===== config.mk =====
export PLATFORM = sky130hd
export DESIGN_NAME = config_frame_loader
export DESIGN_NICKNAME = d
export VERILOG_FILES = /design/src/rtl/config_frame_loader.sv
export SDC_FILE = /design/constraint.sdc
export NUM_CORES = 1
export LEC_CHECK = 0
export CAP_MARGIN = 0
export CORE_ASPECT_RATIO = 0.75
export CORE_MARGIN = 5
export CORE_UTILIZATION = 43
export CTS_BUF_LIST = sky130_fd_sc_hd__clkbuf_8
export DETAILED_ROUTE_END_ITERATION = 10
export GPL_TIMING_DRIVEN = 0
export PLACE_DENSITY = 0.78
export REMOVE_ABC_BUFFERS = 1
export SYNTH_ARGS = -nofsm -noshare
export SYNTH_HDL_FRONTEND = slang
export SYNTH_SLANG_ARGS = --single-unit

===== constraint.sdc =====
create_clock -name CLK -period 4.5 [get_ports CLK]
set_clock_uncertainty 0.15 [all_clocks]
set_input_delay 0.9 -clock CLK [delete_from_list [all_inputs] [get_ports CLK]]
set_output_delay 0.9 -clock CLK [all_outputs]
set_load 0.1 [all_outputs]

===== src/rtl/config_frame_loader.sv =====
// Serial configuration frame loader: sof-delimited address + data beats,
// committed one frame at a time into a flat configuration register bank.
module config_frame_loader #(
  parameter int FRAME_BITS = 32,
  parameter int FRAMES     = 4,
  parameter int ADDR_W     = 4
) (
  input  logic                         CLK,
  input  logic                         resetn,
  input  logic                         cfg_valid,
  input  logic                         cfg_bit,
  input  logic                         cfg_sof,
  output logic                         cfg_ready,
  output logic [FRAMES-1:0]            frame_strobe,
  output logic [FRAMES*FRAME_BITS-1:0] cfg_bits,
  output logic                         done,
  output logic                         err
);

  localparam int MAXW  = (ADDR_W > FRAME_BITS) ? ADDR_W : FRAME_BITS;
  localparam int CNT_W = $clog2(MAXW + 1);
  localparam logic [CNT_W-1:0] A_LAST = CNT_W'(ADDR_W - 1);
  localparam logic [CNT_W-1:0] D_LAST = CNT_W'(FRAME_BITS - 1);
  localparam logic [ADDR_W:0]  N_FR   = (ADDR_W + 1)'(FRAMES);

  typedef enum logic [1:0] {IDLE, ADDR, DATA, COMMIT} state_t;

  localparam state_t FIRST = (ADDR_W == 1) ? DATA : ADDR;

  state_t                state_q, state_d;
  logic                  run_q;
  logic [CNT_W-1:0]      cnt_q;
  logic [ADDR_W-1:0]     addr_q;
  logic [FRAME_BITS-1:0] shreg_q;

  logic                  accept;
  logic                  start;
  logic                  last_a;
  logic                  last_d;
  logic                  hit;
  logic [ADDR_W-1:0]     addr_nx;
  logic [FRAME_BITS-1:0] data_nx;

  // run_q holds ready low for the first edge after reset release
  assign cfg_ready = run_q && (state_q != COMMIT);
  assign accept    = cfg_valid && cfg_ready;
  assign start     = accept && cfg_sof;
  assign last_a    = (cnt_q == A_LAST);
  assign last_d    = (cnt_q == D_LAST);
  assign hit       = ({1'b0, addr_q} < N_FR);
  assign addr_nx   = (addr_q << 1) | ADDR_W'(cfg_bit);
  assign data_nx   = (shreg_q << 1) | FRAME_BITS'(cfg_bit);

  always_ff @(posedge CLK or negedge resetn) begin
    if (!resetn) begin
      state_q <= IDLE;
      run_q   <= 1'b0;
    end else begin
      state_q <= state_d;
      run_q   <= 1'b1;
    end
  end

  always_comb begin
    state_d      = state_q;
    frame_strobe = '0;
    done         = 1'b0;
    err          = 1'b0;
    unique case (state_q)
      IDLE: begin
        if (start) state_d = FIRST;
      end
      ADDR: begin
        if (start)       state_d = FIRST;
        else if (accept && last_a) state_d = DATA;
      end
      DATA: begin
        if (start)       state_d = FIRST;
        else if (accept && last_d) state_d = COMMIT;
      end
      COMMIT: begin
        state_d = IDLE;
        if (hit) begin
          frame_strobe = FRAMES'(1) << addr_q;
          done         = 1'b1;
        end else begin
          err = 1'b1;
        end
      end
      default: state_d = IDLE;
    endcase
  end

  always_ff @(posedge CLK or negedge resetn) begin
    if (!resetn) begin
      cnt_q    <= '0;
      addr_q   <= '0;
      shreg_q  <= '0;
      cfg_bits <= '0;
    end else begin
      if (start) begin
        cnt_q   <= (ADDR_W == 1) ? '0 : CNT_W'(1);
        addr_q  <= ADDR_W'(cfg_bit);
        shreg_q <= '0;
      end else if (accept && state_q == ADDR) begin
        cnt_q  <= last_a ? '0 : cnt_q + CNT_W'(1);
        addr_q <= addr_nx;
      end else if (accept && state_q == DATA) begin
        cnt_q   <= last_d ? '0 : cnt_q + CNT_W'(1);
        shreg_q <= data_nx;
      end
      for (int f = 0; f < FRAMES; f++) begin
        if (frame_strobe[f])
          cfg_bits[f*FRAME_BITS +: FRAME_BITS] <= shreg_q;
      end
    end
  end

endmodule


# Word-level counts from Yosys, hierarchy flattened
# Cells that the tools add are included.
# op_classes
n_addsub,1
order_cmp,1
n_eq_ne,10
n_shift,1
mux,22
bitwise,2
reduce_logical,13
# op_table
operator,n
32-bit two-way mux,3
32-bit by 1-bit bitwise OR with 32-bit output,1
6-bit two-way mux,5
4-bit two-way mux,4
2-bit two-way mux,5
2-bit case mux with 4 select lines,1
1-bit logical AND,7
"6-bit by 1-bit adder with 6-bit output, second input constant",1
"6-bit by 2-bit == test with 1-bit output, second input constant",1
"6-bit by 5-bit == test with 1-bit output, second input constant",1
"2-bit inequality test, second input constant",3
"3-bit inequality test, second input constant",2
"2-bit == test, second input constant",2
"4-bit by 3-bit less-than comparator with 1-bit output, second input constant",1
1-bit two-way mux,4
4-bit by 1-bit bitwise OR with 4-bit output,1
2-bit nonzero test,2
"1-bit by 4-bit << shifter with 4-bit output, first input constant",1
3-bit AND reduction,1
3-bit nonzero test,1
"2-bit by 1-bit == test with 1-bit output, second input constant",1
2-bit zero test,1
2-bit AND reduction,1
# totals
register_bits,173
input_bits,5
out_inout_bits,135
word_cells,59

# Longest topological paths before layout
# logic_depth
ltp_word,7
depth_mapped,6
mapped_depth_nobuf,5

# Worst setup path after synthesis
# No wires, ideal clock.
# synth_timing
kind,register to output
startpoint,reg addr_q[2]
endpoint,out frame_strobe[1]
t_arrival_ps,2072
required_time_ps,3450
setup_slack_ps,1378
stages_incl_launch_ff,6
path_buffers,1
path_cell_list,dfrtp_1 -> and4bb_4 -> nor2b_4 -> nand2_2 -> buf_2 -> inv_1
# synth_via
elab_chain_len,3
word_cells_on_any_way,4
cone_classes,order compare: 1; shift: 1; mux: 2
# synth_rtl
item,line,text
from (decl),33,logic [ADDR_W-1:0] addr_q;
from (signal assigned),103,addr_q <= ADDR_W'(cfg_bit);
from (signal assigned),107,addr_q <= addr_nx;
4-bit by 3-bit less-than comparator with 1-bit output or 1-bit by 4-bit << shifter with 4-bit output (tied branches),"50, 84",
4-bit two-way mux (*),83,if (hit) begin
4-bit two-way mux (*),69,unique case (state_q)
to (decl),14,"output logic [FRAMES-1:0] frame_strobe,"
# Every way passes the cells marked *; elsewhere a longest branch is shown, timed or not.

# Worst setup path in the final report
# layout_timing
startpoint,reg state_q[0]
endpoint,out frame_strobe[1]
# layout_via
elab_chain_len,2
# layout_rtl
item,line,text
from (decl),30,"state_t state_q, state_d;"
from (signal assigned),59,state_q <= state_d;
2-bit == test,69,
4-bit two-way mux,69,
# No other way between the ends.

==> key figures <==
Status
  • Status: completed

Floorplanning
  • Die Outline Area: 18700 µm²
  • Boundary Pins: 140
  • Initial Util: between 40% and 50%
  • Die outline width: 156 µm
  • Total core area: 15900 µm²
  • Die Height: 120 µm
  • Std-Cell Rows: 40

Clock network
  • Total CTS buffers: 17
  • CTS root buffer: clkbuf_8
  • Post-CTS setup buffer count: 0
  • Clock tree from TritonCTS: yes
  • CTS sink cnt: 173
  • Number of H-tree levels: 4
  • Register clock-pin slew on the reported worst setup and hold paths: 0.09 ns
  • Maximum buffer depth of the clock tree: 2
  • Later-pin clock latency in the skew report: ~0.44 ns

Yosys
  • Share of async-settable or async-resettable flops after synthesis: 100%
  • Synth top area cells: dfrtp_1 63%, mux2_2 16%, mux2_4 6.3%, nand2_1 3.6%, a21oi_1 2.5%
  • Primary FF master, synth: dfrtp_1
  • Post-synth EDFFs: 0
  • Largest area contributor in the synthesized netlist: dfrtp_1
  • Netlist area before placement: 6900 µm²
  • Gate count of the mapped netlist: about 500
  • Register area share after synthesis: 62.7%
  • FF+latch count, synth: approximately 170
  • Most used standard cells in the synthesized netlist: 173 x dfrtp_1, 97 x mux2_2, 66 x nand2_1, 35 x a21oi_1, 29 x mux2_4
  • Cell variety after synth: 40
  • Number of warnings printed during yosys synthesis: 0
  • Most instantiated library cell after synthesis: dfrtp_1
  • Proportion of netlist area held by the largest area contributor: 62.7%
  • Mean cell area of the mapped netlist: about 14 µm²

Worst setup path
  • Element type at the critical path start: flop
  • Crit path kind: flop to output pin
  • Crit. End Element: output pin
  • Max FO, Critical Path: 33
  • Critical path data arrival time: 3.24 ns
  • WP data required: between 3 and 4 ns

Routing
  • Number of search-and-repair iterations in the first detailed-routing pass: 4
  • DRC violation total after the first TritonRoute iteration: 205
  • Total via count in the routed design: 4393
  • Post-Route WL: 15.9 mm
  • Routed len/inst: 18.5 µm
  • Vias per cell: 5.13
  • DRC violation count after routing: 0
  • DRT antenna net count: 0

STA
  • Final number of setup-violating endpoints: 0
  • Setup repair after global routing missed its margin: no
  • Headroom to the max-slew limit: 31.4%
  • Final clock period utilization by the worst path: 95.4%
  • Total count of hold-check failures in the final report: 0
  • Number of pins with negative max-slew slack in the final report: 0
  • Max Fclk: 0.233 GHz
  • Worst slew pin tran: 1.02 ns
  • Post-route minimum period: 4.29 ns

Final layout
  • Area Growth Syn to Fin: 29.1%
  • Post-Route Utilization: a little under three fifths
  • Fraction of layout cells with a size suffix above 1: 26.3%
  • # diodes: 0
  • NumNets Final: 640

GRT
  • Top Usage Layer GRT: met2
  • Met3 track demand over resource: under 10%
  • GR met2 Demand/Resource: 27.4%
  • Aggregate global-route resource usage: 17.3%
  • Number of global-route vias before repair: 4654
  • Total grt overflow: 0
  • GR met1 Demand/Resource: about a quarter
  • Largest net degree at the start of global routing: 110
  • Number of antenna violations at the first check in global routing: 0
  • Wire length of the first global-routing pass: 25.6 mm

Pwr
  • Leakage power: 0.00422 µW
  • Sw Share: 24.7%
  • Total Power: about 2800 µW
  • Power Internal: 2090 µW
  • Power share of the sequential group: around three fifths
  • Clock power share: between 30% and 40%
  • Switching power: 685 µW
  • Peak supply drop: 0.000233 V
  • Combinational share of power: 5.7%
  • Total power divided by cell area: 312 nW/µm²

Place
  • Half-perimeter wire length after placement: 10.5 mm
  • Global placer's final weighted congestion: between 0.8 and 0.9
  • Number of I/O port buffers: between 100 and 150

Run
  • Max Cap Violations: 0

Min path
  • Tightest Hold Check Type: input pin to asynchronous set/reset pin
[through the flow]
| stage | hold WS (ns) | cells | setup WS [ns] | cell area [µm²] | TNS, ns |
|---|---|---|---|---|---|
| 2_1_floorplan | 0.325 | 471 | 0.331 | 6760 | 0 |
| 3_3_place_gp | 0.339 | 820 | -4.21 | 8410 | -727.62 |
| 3_5_place_dp | 0.344 | 825 | 0.272 | 8550 | 0 |
| 4_1_cts | 0.213 | 857 | 0.0630 | 8910 | 0 |
| 5_1_grt | 0.239 | 857 | 0.0242 | 8910 | 0 |
| 6_report | 0.229 | 857 | 0.208 | 8910 | 0 |
[sequential cells by signal, summed over array words and instances, names as in the netlist]
register  cells
shreg_q      32
cfg_bits    128
run_q         1
addr_q        4
cnt_q         6
state_q       2
[cell usage in the layout (no fill, tap or decap), types with 2 or more instances in the layout]
cell               n
and3_1             4
mux2_1             2
buf_8              2
a21o_1             2
dlygate4sd2_1      3
nand3_2            2
xor2_1             2
inv_1             11
nor4b_1            2
clkinv_4           5
nand3_1            3
o31ai_1            2
clkbuf_8          19
or2_2              2
nor2_1             8
clkdlybuf4s50_1  134
mux2_2            97
buf_16             3
mux2_4            29
nand2_1           66
a22o_1             3
a21oi_1           35
nand4_1            2
a32o_1             3
and2_1             2
dfrtp_1          173
and2_2             2
o21ai_0            5
mux2i_1            2
or3_1              2
[worst max-delay path, stage by stage, from the launching register on]
cell and delay, ns:
dfrtp_1 0.65, and4bb_4 0.34, nor2b_4 0.16, nand2_2 0.58
inv_1 0.17, dlygate4sd2_1 0.87
[worst paths after layout]
check                        startpoint               to  depth (start not counted)  slack, ns
setup / recovery             state_q[0]  frame_strobe[1]                          5       0.21
hold / removal                   resetn      cfg_bits[8]                          1       0.23
setup reg to reg             state_q[0]      cfg_bits[2]                          5       1.86
hold reg to reg            cfg_bits[95]     cfg_bits[95]                          1       0.36
max in group asynchronous        resetn        addr_q[1]                          2       3.06
min in group CLK           cfg_bits[95]     cfg_bits[95]                          1       0.36
[timing repair]
item	4_1_cts	5_1_grt
hold buffers	0	0
resized for setup	4	2
endpoints found under the hold margin	0	0
gates cloned	0	0
endpoints found under the setup margin	4	1
[layout make-up]
| class | count | area, µm² |
|---|---|---|
| Clock buffer | 19 | 262 |
| Clock inverter | 13 | 105 |
| Fill cell | 1263 | 6960 |
| Inverter | 6 | 22.5 |
| Multi-Input combinational cell | 292 | 2420 |
| Sequential cell | 173 | 4330 |
| Tap cell | 210 | 263 |
| Timing Repair Buffer | 144 | 1510 |
[per-layer routing]
layer | vias up | share of wire, %
met5 | - | 0
met4 | 0 | 0.83
met3 | 10 | 5.8
met2 | 129 | 49
met1 | 2251 | 45
li1 | 2003 | -
[logic make-up after synthesis]
family	Yosys count	share of synthesized area, %
other cells	1	0.0543
fa+ha+maj	1	0.181
xor+xnor	2	0.254
simple gates	103	6.92
compound gates	55	4.71
flops	173	62.7
buf+inv	33	2.41
mux	130	22.7
[power by group through the flow]
stage / clock, µW / sequential (µW) / combinational (µW)
final: 1010 / 1610 / 157
after global routing: 1100 / 1620 / 176
after CTS: 1040 / 1610 / 160
after detailed placement: 0 / 1640 / 160
after global placement: 0 / 1640 / 146
after floorplan: 0 / 1630 / 92.7
Power figures use the tool's default switching activity.
